## src/rtl/mac_keyboard_link.sv

```systemverilog
// Keyboard end of the Mac Plus serial keyboard link: drives the link clock,
// shifts in host command bytes and answers them from a small key-code FIFO.
module mac_keyboard_link #(
    parameter int          TICK_DIV    = 8,
    parameter int          HALF_TICKS  = 10,
    parameter int          REQ_TICKS   = 2,
    parameter int          GAP_TICKS   = 20,
    parameter int          INQ_TIMEOUT = 2500,
    parameter logic [7:0]  MODEL_ID    = 8'h0B
) (
    input  logic       clock,
    input  logic       reset,
    input  logic       host_data_i,
    output logic       kbd_clk_o,
    output logic       kbd_data_o,
    input  logic       key_valid,
    input  logic [7:0] key_code,
    output logic       key_ready,
    output logic       busy,
    output logic       cmd_valid,
    output logic [7:0] cmd_byte
);

    localparam int PW   = (TICK_DIV > 1) ? $clog2(TICK_DIV) : 1;
    localparam int M1   = (HALF_TICKS > REQ_TICKS) ? HALF_TICKS : REQ_TICKS;
    localparam int M2   = (GAP_TICKS > INQ_TIMEOUT) ? GAP_TICKS : INQ_TIMEOUT;
    localparam int CMAX = (M1 > M2) ? M1 : M2;
    localparam int CW   = $clog2(CMAX + 1);

    typedef enum logic [2:0] {
        S_IDLE, S_RX_REQ, S_RX_SHIFT, S_DECODE, S_INQ_WAIT, S_TX_GAP, S_TX_SHIFT
    } state_e;

    state_e          state_q, state_d;
    logic [PW-1:0]   presc_q;
    logic [CW-1:0]   cnt_q, cnt_d;
    logic [2:0]      bit_q, bit_d;
    logic            clk_q, clk_d, data_q, data_d;
    logic [7:0]      shift_q, shift_d, resp_q, resp_d, cmd_q, cmd_d;
    logic [7:0]      fifo_mem [4];
    logic [1:0]      wr_q, rd_q;
    logic [2:0]      count_q;
    logic            tick, push, pop, half_done, fifo_empty;
    logic [7:0]      head;

    assign tick       = (presc_q == PW'(TICK_DIV - 1));
    assign fifo_empty = (count_q == 3'd0);
    assign push       = key_valid && (count_q != 3'd4);
    assign head       = fifo_mem[rd_q];
    assign half_done  = (cnt_q == CW'(HALF_TICKS - 1));

    always_ff @(posedge clock or posedge reset) begin
        if (reset) begin
            presc_q <= '0;
        end else begin
            presc_q <= tick ? '0 : presc_q + PW'(1);
        end
    end

    // NOTE: storage has no reset; the cleared pointers and count already make it empty.
    always_ff @(posedge clock) begin
        if (push) fifo_mem[wr_q] <= key_code;
    end

    always_ff @(posedge clock or posedge reset) begin
        if (reset) begin
            wr_q    <= '0;
            rd_q    <= '0;
            count_q <= '0;
        end else begin
            if (push) wr_q <= wr_q + 2'd1;
            if (pop)  rd_q <= rd_q + 2'd1;
            case ({push, pop})
                2'b10:   count_q <= count_q + 3'd1;
                2'b01:   count_q <= count_q - 3'd1;
                default: count_q <= count_q;
            endcase
        end
    end

    always_ff @(posedge clock or posedge reset) begin
        if (reset) begin
            state_q <= S_IDLE;
            cnt_q   <= '0;
            bit_q   <= '0;
            clk_q   <= 1'b1;
            data_q  <= 1'b1;
            shift_q <= '0;
            resp_q  <= '0;
            cmd_q   <= '0;
        end else begin
            state_q <= state_d;
            cnt_q   <= cnt_d;
            bit_q   <= bit_d;
            clk_q   <= clk_d;
            data_q  <= data_d;
            shift_q <= shift_d;
            resp_q  <= resp_d;
            cmd_q   <= cmd_d;
        end
    end

    // NOTE: every signal gets a default first so no path leaves one unassigned (no latches).
    always_comb begin
        state_d = state_q;
        cnt_d   = cnt_q;
        bit_d   = bit_q;
        clk_d   = clk_q;
        data_d  = data_q;
        shift_d = shift_q;
        resp_d  = resp_q;
        cmd_d   = cmd_q;
        pop     = 1'b0;
        case (state_q)
            S_IDLE: begin
                clk_d  = 1'b1;
                data_d = 1'b1;
                if (tick && !host_data_i) begin
                    state_d = S_RX_REQ;
                    cnt_d   = '0;
                end
            end
            S_RX_REQ: if (tick) begin
                if (host_data_i) begin
                    state_d = S_IDLE;
                end else if (cnt_q == CW'(REQ_TICKS - 1)) begin
                    state_d = S_RX_SHIFT;
                    cnt_d   = '0;
                    bit_d   = 3'd7;
                    clk_d   = 1'b0;
                end else begin
                    cnt_d = cnt_q + CW'(1);
                end
            end
            S_RX_SHIFT: if (tick) begin
                if (!half_done) begin
                    cnt_d = cnt_q + CW'(1);
                end else begin
                    cnt_d = '0;
                    if (!clk_q) begin
                        // Host data is taken on the rising edge of the link clock.
                        clk_d          = 1'b1;
                        shift_d[bit_q] = host_data_i;
                        if (bit_q == 3'd0) begin
                            state_d = S_DECODE;
                            cmd_d   = {shift_q[7:1], host_data_i};
                        end
                    end else begin
                        clk_d = 1'b0;
                        bit_d = bit_q - 3'd1;
                    end
                end
            end
            S_DECODE: begin
                cnt_d   = '0;
                state_d = S_TX_GAP;
                case (cmd_q)
                    8'h10: begin
                        if (!fifo_empty) begin
                            pop    = 1'b1;
                            resp_d = head;
                        end else begin
                            state_d = S_INQ_WAIT;
                        end
                    end
                    8'h14: begin
                        pop    = !fifo_empty;
                        resp_d = fifo_empty ? 8'h7B : head;
                    end
                    8'h16:   resp_d  = MODEL_ID;
                    8'h36:   resp_d  = 8'h7D;
                    default: state_d = S_IDLE;
                endcase
            end
            S_INQ_WAIT: if (tick) begin
                if (!fifo_empty) begin
                    pop     = 1'b1;
                    resp_d  = head;
                    state_d = S_TX_GAP;
                    cnt_d   = '0;
                end else if (cnt_q == CW'(INQ_TIMEOUT - 1)) begin
                    resp_d  = 8'h7B;
                    state_d = S_TX_GAP;
                    cnt_d   = '0;
                end else begin
                    cnt_d = cnt_q + CW'(1);
                end
            end
            S_TX_GAP: if (tick) begin
                if (cnt_q == CW'(GAP_TICKS - 1)) begin
                    state_d = S_TX_SHIFT;
                    cnt_d   = '0;
                    bit_d   = 3'd7;
                    clk_d   = 1'b0;
                    data_d  = resp_q[7];
                end else begin
                    cnt_d = cnt_q + CW'(1);
                end
            end
            S_TX_SHIFT: if (tick) begin
                if (!half_done) begin
                    cnt_d = cnt_q + CW'(1);
                end else begin
                    cnt_d = '0;
                    if (!clk_q) begin
                        clk_d = 1'b1;
                    end else if (bit_q == 3'd0) begin
                        state_d = S_IDLE;
                        data_d  = 1'b1;
                    end else begin
                        bit_d  = bit_q - 3'd1;
                        clk_d  = 1'b0;
                        data_d = resp_q[bit_q - 3'd1];
                    end
                end
            end
            default: state_d = S_IDLE;
        endcase
    end

    assign kbd_clk_o  = clk_q;
    assign kbd_data_o = data_q;
    assign key_ready  = (count_q != 3'd4);
    assign busy       = (state_q != S_IDLE);
    assign cmd_valid  = (state_q == S_DECODE);
    assign cmd_byte   = cmd_q;

endmodule

```

## config.mk

```make
export PLATFORM = sky130hd
export DESIGN_NAME = mac_keyboard_link
export DESIGN_NICKNAME = d
export VERILOG_FILES = /design/src/rtl/mac_keyboard_link.sv
export SDC_FILE = /design/constraint.sdc
export NUM_CORES = 1
export LEC_CHECK = 0
export CORE_MARGIN = 4
export CORE_UTILIZATION = 45
export DETAILED_ROUTE_END_ITERATION = 6
export GPL_ROUTABILITY_DRIVEN = 0
export PLACE_DENSITY = 0.65
export SETUP_SLACK_MARGIN = 0.15
export SLEW_MARGIN = 40
export SYNTH_ARGS = -nofsm -noshare
export SYNTH_HDL_FRONTEND = slang
export SYNTH_SLANG_ARGS = --single-unit
```

## constraint.sdc

```tcl
create_clock -name clock -period 2.2 [get_ports clock]
set_input_delay 0.22 -clock clock [delete_from_list [all_inputs] [get_ports clock]]
set_output_delay 0.22 -clock clock [all_outputs]
set_load 0.05 [all_outputs]
```

Word-level counts from Yosys, hierarchy flattened
Memory sizes are Yosys's and may differ from the RTL's.
Index checks and enable logic that the tools add are counted.
{ "word_totals": {"mem_count": 1, "ramBits": 32, "latch_bits": 0, "word_cells": 174, "ff_bits": 54, "rom_bits": 0} }
{ "classes": {"multipliers": 0, "n_mux": 85, "eq_ne": 40, "n_bitwise": 1, "shift": 0, "reduce_logical": 25, "div_mod_pow": 0, "order_cmp": 3, "addsub": 7} }
{ "memory_table": {"columns": ["name", "depth", "word_bits", "read_ports", "rd_ports_with_merged_regs", "write_ports", "line_no", "text"], "rows": [
  ["fifo_mem", 4, 8, 1, 0, 1, "40", "logic [7:0] fifo_mem [4];"]
]} }
{ "ops": {"columns": ["op", "count"], "rows": [
  ["2-to-1 mux 12 bit", 11],
  ["2-to-1 mux 3 bit", 30],
  ["case mux 12 bit (6 select lines)", 1],
  ["2-to-1 mux 8 bit", 5],
  ["!= test 2 bit (second input constant)", 17],
  ["case mux 8 bit (4 select lines)", 1],
  ["2-to-1 mux 1 bit", 25],
  ["== test 8 x 5 -> 1 bit (second input constant)", 3],
  ["case mux 3 bit (7 select lines)", 1],
  ["case mux 8 bit (2 select lines)", 1],
  ["AND reduction 15 bit", 1],
  ["AND reduction 13 bit", 1],
  ["adder 12 x 1 -> 12 bit (second input constant)", 1],
  ["== test 12 x 1 -> 1 bit (second input constant)", 1],
  ["== test 12 bit (second input constant)", 1],
  ["== test 12 x 4 -> 1 bit (second input constant)", 1],
  ["== test 12 x 5 -> 1 bit (second input constant)", 1],
  ["== test 3 bit (second input constant)", 4],
  ["!= test 3 bit (second input constant)", 4],
  ["case mux 3 bit (2 select lines)", 2],
  ["case mux 3 bit (4 select lines)", 1],
  ["AND reduction 10 bit", 1],
  ["AND reduction 5 bit", 2],
  ["logical NOT 3 bit", 3],
  ["31 further kinds", 42]
]} }

Logic depth before layout (Yosys ltp)
Gate-level depths: netlist of run 1.
{ "depth": {"word_depth": 8, "mapped_depth": 11, "mapped_depth_nobuf": 11} }

Least setup slack after synthesis of run 1
Ideal clock, no wire load.
{ "synth_timing": {"path_kind": "reg2reg", "startpoint": "register state_q[1]", "endpoint": "register count_q[2]", "period_less_slack_ns": 2.829, "stages_incl_launch_ff": 11, "required_time_ns": 2.121, "path_buffers": 0, "setup_slack_ns": -0.629, "t_arrival_ns": 2.750, "cell_sequence": "dfrtp_1 -> ha_1 -> nor2b_1 -> nand4_1 -> a21oi_1 -> ha_1 -> inv_1 -> fa_1 -> xor2_1 -> nor2_1 -> xor2_1"} }
{ "synth_via": {"elab_chain_len": 4, "elab_cells_between_ends": 7} }
{ "synth_rtl": {"columns": ["item", "line_no", "text"], "rows": [
  ["start: declaration", "34", "state_e state_q, state_d;"],
  ["start signal: assignment", "92", "state_q <= state_d;"],
  ["== test 3 x 2 -> 1 bit *", null, null],
  ["named net cmd_valid", "20", "output logic cmd_valid,"],
  ["case mux 1 bit (2 select lines) *", "114", "case (state_q)"],
  ["named net pop", "43", "logic tick, push, pop, half_done, fifo_empty;"],
  ["== test 2 x 1 -> 1 bit / == test 2 bit (equally long branches)", "73", "case ({push, pop})"],
  ["case mux 3 bit (2 select lines) / nonzero test 2 bit (equally long branches)", null, null],
  ["end signal: assignment", "74", "2'b10: count_q <= count_q + 3'd1;"],
  ["end signal: assignment", "75", "2'b01: count_q <= count_q - 3'd1;"],
  ["end signal: assignment", "76", "default: count_q <= count_q;"],
  ["end: declaration", "42", "logic [2:0] count_q;"]
]} }
The timed path passes the listed nets; every way through them passes the cells marked *.
A chain may end at the register's enable or synchronous reset.

Final worst setup path of run 1
{ "layout_timing": {"startpoint": "register state_q[1]", "endpoint": "register count_q[2]"} }
{ "layout_via": {"elab_chain_len": 4, "elab_cells_between_ends": 7} }
{ "layout_rtl": {"columns": ["item", "line_no"], "rows": [
  ["== test 3 bit / == test 3 x 2 -> 1 bit (equally long branches)", "114"],
  ["case mux 1 bit (2 select lines) *", "114"],
  ["named net pop", "43"],
  ["== test 2 x 1 -> 1 bit / == test 2 bit (equally long branches)", "73"],
  ["case mux 3 bit (2 select lines) / nonzero test 2 bit (equally long branches)", null]
]} }
Marks and branches as above.

==> results.md, run 1 <==
- Status: finished, final reports clean
- Worst R2R Setup Slack: between 0.06 and 0.07 ns
- Fin nets: 471
- Post-synth top area share: 29.6%
- H-tree depth: 3
- Largest net degree at the start of global routing: 28
- Worst-Skew Late Latency: about 0.36 ns
- Detailed Place HPWL: 6.39 mm
- Final ANT Viol Nets: 0
- Ys Warns: 0
- Routed WL per cell: roughly 16 um
- Pre-CTS WS: -0.0532 ns
- FF+latch count, synth: 85
- Clock transition at path regs: 0.09 ns
- Mapped Cells: roughly 350
- Post-Syn Nets: between 300 and 400
- Synth-to-layout area growth: 34.9%
- Via density: about 5.3
- Setup CP Type: reg2reg
- IO Port Bufs: 24
- DR pass1 iterations: 4
- Tcrit/Tclk final: between 90% and 100%
- Total grt overflow: 0
- Data required time of the worst path: 2.47 ns
- Fillers: between 700 and 800
- Final slew viol count: 0
- Synth unique cells: 63
- Hold Fails Final Rpt: 0
- Ports: 25
- Total vias in the final route: 3084
- Drt first-iter violations: between 100 and 150
- FF-to-FF Start: state_q[1]$_DFFE_PP0P_
- Root Driver: clkbuf_8
- Peak VDD IR: approximately 0.56 mV
- Die area: 0.0112 sq mm
- Final worst path period need: between 2 and 2.5 ns
- Synth async-reset ratio: between 60% and 70%
- Kind of start point of the critical path: flop
- Worst-Margin Slew: approximately 0.50 ns
- Total GRT Usage: 17.2%
- Max Cap Viol: 0
- Final Worst Setup Slack: just over 0.06 ns
- Starting density of the core: between 40% and 50%
- Width of the die: 106 um
- Clock tree buffer depth: 2
- Core area: ~0.0093 sq mm
- Maximum fanout along the worst path: 4
- Critical path arrival: 2.41 ns
- Drt total wl: about 9.3 mm
- Cell count of the worst reg-to-reg path: 10
- Die span in y: around 110 um
- Area leader, netlist: dfrtp_1
- Leakage: approximately 2.4 nW
- Slew HR: ~67%
- Synth cell count leaders: 51 x dfrtp_1, 32 x edfxtp_1, 23 x inv_1, 22 x mux2_2, 21 x nand2_1
- Worst R2R End: count_q[2]$_DFFE_PP0P_
- RSZ-0062 raised after global routing: yes
- Worst hold slack: about 0.056 ns
- Clock sink count: 85
- EDFF count, synth: 32
- Worst Hold Class: in2async
- CTS Hold Bufs: 0
- Most common cell in the netlist: dfrtp_1
- Final setup fails: 0
- Number of diodes: 0
- FP Rows: 35
- F_max: approximately 470 MHz
- Total CTS buffers: 9
- Sequential fraction of the synthesis area: a little over half
- Share of post-route cells with drive strength above 1: a little over two fifths
- Post-Syn Area: about 0.0043 sq mm
- Initial antenna violation count: 0
- Cell types occupying the most area after synthesis: dfrtp_1 30%, edfxtp_1 22%, mux2_2 5.7%
- Post-synth top flop: dfrtp_1
- First-pass GRT wire length: between 15 and 20 mm
- CTS tree: yes
- Vias in the first global route: 3068
- Mean Syn Cell Area: 12.3 sq um
- Pwr dens: 911 mW/mm^2
- DRC: 0
- Worst Skew: about 0.016 ns
- Setup crit end kind: flop
==> worst max path at each step <==
stage | depth (start not counted) | end | slack (ns) | from
after floorplan | 10 | count_q[2]$_DFFE_PP0P_ | -0.07 | state_q[1]$_DFFE_PP0P_
after global placement | 8 | cnt_q[9]$_DFFE_PP0P_ | 0.003 | state_q[0]$_DFFE_PP0P_
after detailed placement | 8 | cnt_q[11]$_DFFE_PP0P_ | -0.05 | state_q[1]$_DFFE_PP0P_
after CTS | 10 | count_q[2]$_DFFE_PP0P_ | 0.02 | state_q[1]$_DFFE_PP0P_
after global routing | 10 | count_q[2]$_DFFE_PP0P_ | -0.06 | state_q[1]$_DFFE_PP0P_
final | 10 | count_q[2]$_DFFE_PP0P_ | 0.06 | state_q[1]$_DFFE_PP0P_
==> kinds of logic after synthesis <==
logic type	Yosys count	share of synthesized area [%]
and+or+nand+nor	112	14.6
muxes	41	13.1
AOI/OAI and AO/OA	54	8.94
adders and majority gates	16	4.82
xor gates and xnor gates	10	2.03
buffers and inverters	33	3.40
DFF	85	53.1
==> layout make-up <==
cell class | instances | area, sq um | area share [%]
Timing Repair Buffer | 91 | 776 | 13.3
Inverter | 23 | 91.3 | 1.57
Clock buffer | 9 | 124 | 2.13
Clock inverter | 7 | 86.3 | 1.48
Multi-Input combinational cell | 233 | 2280 | 39.2
Sequential cell | 85 | 2300 | 39.5
Tap cell | 129 | 161 | 2.78
==> cells in the final DEF, fill, tap and decap left out, types with 6 or more instances in the layout <==
master,count
buf_4,62
dfrtp_1,46
edfxtp_1,32
clkdlybuf4s50_1,21
nand2_1,20
inv_1,17
nor2_1,15
mux2_2,12
mux2_4,10
mux4_2,10
nand3_1,10
and3_1,9
mux2i_1,9
clkbuf_8,9
xnor2_1,7
o21ai_2,7
a21oi_1,6
ha_2,6
buf_6,6
==> report_power, final <==
part	total (mW)	switching (mW)	internal [mW]
Combinational	2.10	1.11	0.989
Clock	1.17	0.616	0.553
Sequential	2.02	0.130	1.89
==> critical path, cell delays in order (launching register included) <==
cell and delay (ns):
dfrtp_1 0.42, ha_2 0.20, nor2b_4 0.14, nand4_1 0.14
a21oi_2 0.19, ha_2 0.21, inv_2 0.04, fa_2 0.33
xor2_1 0.14, nor2_1 0.11, xor2_1 0.15
==> routing by layer <==
layer	up-vias	wire, um	GRT usage [%]
met2	60	4590	27.8
li1	1491	-	-
met3	7	339	3.67
met1	1526	4250	23.3
met4	0	95	5.09
met5	-	0	0
==> flip-flops by register name, indices dropped and copies added (netlist names) <==
signal and cells:
cnt_q 12, rd_q 2, kbd_data_o 1, resp_q 8, state_q 3, cmd_byte 8, kbd_clk_o 1, count_q 3
presc_q 3, wr_q 2, bit_q 3, fifo_mem 32, shift_q 7
==> through the flow <==
step                util [%]  cells  power, mW  area (sq um)  TNS (ns)
floorplan                  -    351       3.11          4380   -0.0723
global placement        54.4    537       3.61          5050         0
detailed placement      54.4    537       3.65          5050    -0.158
CTS                     59.2    565       5.07          5500         0
global route            62.6    577       5.61          5820   -0.0629
finish                  62.6    577       5.30          5820         0
==> repair_timing <==
action                                  CTS  global route
buffers inserted                         11            12
endpoints found under the setup margin   23            42
pin swaps                                15            16
resized for setup                        37            55
cloned                                    1             0
Power figures use the tool's default switching activity.
==> run 2: changes to the inputs <==
--- a/config.mk
+++ b/config.mk
@@ -5,11 +5,13 @@
 export SDC_FILE = /design/constraint.sdc
 export NUM_CORES = 1
 export LEC_CHECK = 0
+export CELL_PAD_IN_SITES_DETAIL_PLACEMENT = 1
+export CELL_PAD_IN_SITES_GLOBAL_PLACEMENT = 2
 export CORE_MARGIN = 4
-export CORE_UTILIZATION = 45
+export CORE_UTILIZATION = 37
 export DETAILED_ROUTE_END_ITERATION = 6
 export GPL_ROUTABILITY_DRIVEN = 0
-export PLACE_DENSITY = 0.65
+export PLACE_DENSITY = 0.75
 export SETUP_SLACK_MARGIN = 0.15
 export SLEW_MARGIN = 40
 export SYNTH_ARGS = -nofsm -noshare
==> run 2 against run 1 <==
Against the previous run:
- routed wire length increased by 18%
- largest cell class is now multi-input gates
- fmax decreased by 5.5%
- register-to-register slack got worse by 0.12 ns
- clock skew decreased by 0.011 ns
- cell count increased by 3.3%
- count of clock-buffer cells in the layout unchanged
- hold slack improved by 0.021 ns
- via count increased by 1.7%
- non-clock buffer count increased by 5
- sequential cell count unchanged
- the flow now finishes with violations (negative setup slack)
- sequential power increased by 2%
- worst setup slack got worse by 0.12 ns
==> results.md, run 2 (synthesis results as in run 1) <==
- Status: finished, violations left
- Violated checks: negative setup slack
- Final ANT Viol Nets: 0 (unchanged)
- Vias in the first global route: 3405 (+11%)
- Ports: 25 (unchanged)
- Share of post-route cells with drive strength above 1: 42.2% (-0.47 points)
- Clock sink count: 85 (unchanged)
- Clock transition at path regs: 0.07 ns (-0.02 ns)
- Inst Count DP: 555 (+3.4%)
- Total vias in the final route: 3135 (+1.7%)
- Post-route insts no fill: 596 (+3.3%)
- Critical path arrival: 2.53 ns (+0.12 ns)
- Slew HR: 66.2% (-0.37 points)
- Drt first-iter violations: 129 (+0.78%)
- Setup CP Type: reg2reg
- Total GRT Usage: 17.3% (+0.099 points)
- Final Worst Setup Slack: -0.0627 ns (-0.123 ns)
- RSZ-0062 raised after global routing: yes
- Tcrit/Tclk final: 103% (+5.6 points)
- Maximum fanout along the worst path: 3 (-1)
- Routed WL per cell: 18.4 um (+14%)
- Setup crit end kind: flop
- Crit-path max cell delay: 0.43 ns (about the same)
- DR pass1 iterations: 4 (unchanged)
- Fillers: 1165 (+60%)
- Final setup fails: 1 (+1)
- Total grt overflow: 0 (unchanged)
- Starting density of the core: 37.7% (-8.7 points)
- Worst Skew: 0.00529 ns (-0.0109 ns)
- Root Driver: clkbuf_16
- CP max-delay cell: dfrtp_1
- Max Cap Viol: 0 (unchanged)
- Die area: 0.0134 sq mm (+20%)
- Hold Fails Final Rpt: 0 (unchanged)
- Worst-Margin Slew: 0.505 ns (+0.00475 ns)
- Kind of start point of the critical path: flop
- Worst path top cell family by delay: adder cells
- Total CTS buffers: 9 (unchanged)
- CP Buf/Inv Count: 2 (+1)
- F_max: 442 MHz (-5.5%)
- FP Rows: 39 (+11%)
- Final worst path period need: 2.26 ns (+0.123 ns)
- Via density: 5.26 (-1.6%)
- Largest net degree at the start of global routing: 34 (+21%)
- Clock tree buffer depth: 2 (unchanged)
- Fin nets: 476 (+1.1%)
- Core area: 0.0114 sq mm (+23%)
- Synth-to-layout area growth: 39.2%
- Drt total wl: 11.0 mm (+18%)
- Width of the die: 116 um (+9.5%)
- Final slew viol count: 0 (unchanged)
- Worst hold slack: 0.0769 ns (+0.0213 ns)
- Number of diodes: 0 (unchanged)
- First-pass GRT wire length: 17.9 mm (+18%)
- CTS tree: yes
- Most frequent cells in the layout: 66 x buf_4, 45 x dfrtp_1, 32 x edfxtp_1
- Data required time of the worst path: 2.47 ns (about the same)
- Most flops, register: fifo_mem
- Worst Hold Class: in2async
- Peak VDD IR: 0.743 mV (+34%)
- Pwr dens: 999 mW/mm^2 (+9.7%)
- Worst-Skew Late Latency: 0.35 ns (about the same)
- Initial antenna violation count: 0 (unchanged)
- IO Port Bufs: 24 (unchanged)
- H-tree depth: 3 (unchanged)
- Regs by FF count: fifo_mem x32, cnt_q x12
- Detailed Place HPWL: 7.51 mm (+18%)
- Die span in y: 116 um (+9.5%)
- DRC: 0 (unchanged)
- Max reg flops: 32 (unchanged)
- CP Cell Sequence: inv_2, ha_4, and2_1, nand2_1, a21oi_2, ha_2, inv_2, fa_2, xor2_1, nor2_1, xor2_1
- Leakage: 2.52 nW (+3.9%)
- Commonest non-fill, non-tap cell in the layout: buf_4
==> run 2: changes by cell type in the layout (fill, tap and decap cells not counted), moves of 3 or more <==
| cell | delta |
|---|---|
| o21ai_2 | -5 |
| buf_4 | +4 |
| clkbuf_8 | -9 |
| clkbuf_16 | +9 |
| o21ai_0 | +3 |
==> run 2: power breakdown <==
group          leakage [nW]  switching [mW]  internal [mW]
Clock                 0.152           0.742          0.817
Combinational          1.39            1.22           1.16
Sequential            0.979           0.159           1.90
==> run 2: worst register-to-register path, delay by kind of cell, from the launching register on <==
| kind | cells | cell delay, ns |
|---|---|---|
| AOI/OAI and AO/OA | 1 | 0.18 |
| xor gates and xnor gates | 2 | 0.32 |
| adders and majority gates | 3 | 0.70 |
| buffers and inverters | 2 | 0.17 |
| DFF | 1 | 0.43 |
| and+or+nand+nor | 3 | 0.39 |
==> run 2: cell type report <==
type	instances	area (sq um)	share of cell area, %
Clock buffer	9	225	3.75
Multi-Input combinational cell	233	2300	38.4
Clock inverter	7	83.8	1.40
Timing Repair Buffer	96	822	13.7
Tap cell	143	179	2.98
Sequential cell	85	2300	38.3
Inverter	23	88.8	1.48
==> run 2: what timing repair did <==
item,4_1_cts,5_1_grt
gates cloned,1,0
hold buffers,0,0
pin swaps,13,21
setup endpoints to repair,35,45
setup buffers,11,13
gates resized for setup,47,42
==> run 2: final timing paths <==
kind                                             start                     end  slack [ns]  depth (start not counted)
worst max-delay path            state_q[0]$_DFFE_PP0P_  count_q[2]$_DFFE_PP0P_       -0.06                         11
worst min-delay path                             reset     wr_q[1]$_DFFE_PP0P_        0.08                          2
worst max register to register  state_q[0]$_DFFE_PP0P_  count_q[2]$_DFFE_PP0P_       -0.06                         11
worst min register to register    presc_q[0]$_DFF_PP0_    presc_q[0]$_DFF_PP0_        0.45                          1
max in group asynchronous                        reset    cnt_q[5]$_DFFE_PP0P_        1.64                          3
min in group clock                presc_q[0]$_DFF_PP0_    presc_q[0]$_DFF_PP0_        0.45                          1
==> run 2: per-layer routing <==
metal  track usage (%)  vias up  wire length, um
met1              22.3     1607             5100
met2              29.3       26             5500
met3              4.49        9              253
met5                 0        -                0
met4              3.71        0              106
li1                  -     1493                -
==> run 2: metrics by stage <==
stage / instance area [sq um] / utilization (%) / setup slack, ns / setup TNS (ns) / power, mW
after detailed placement: 5110 / 44.8 / -0.211 / -0.894 / 3.78
after global routing: 6000 / 52.6 / -0.217 / -0.640 / 6.34
after CTS: 5710 / 50.0 / -0.0852 / -0.0852 / 5.65
final: 6000 / 52.6 / -0.0627 / -0.0627 / 6.00
after global placement: 5110 / 44.8 / -0.122 / -0.406 / 3.70
after floorplan: 4380 / - / -0.0723 / -0.0723 / 3.11
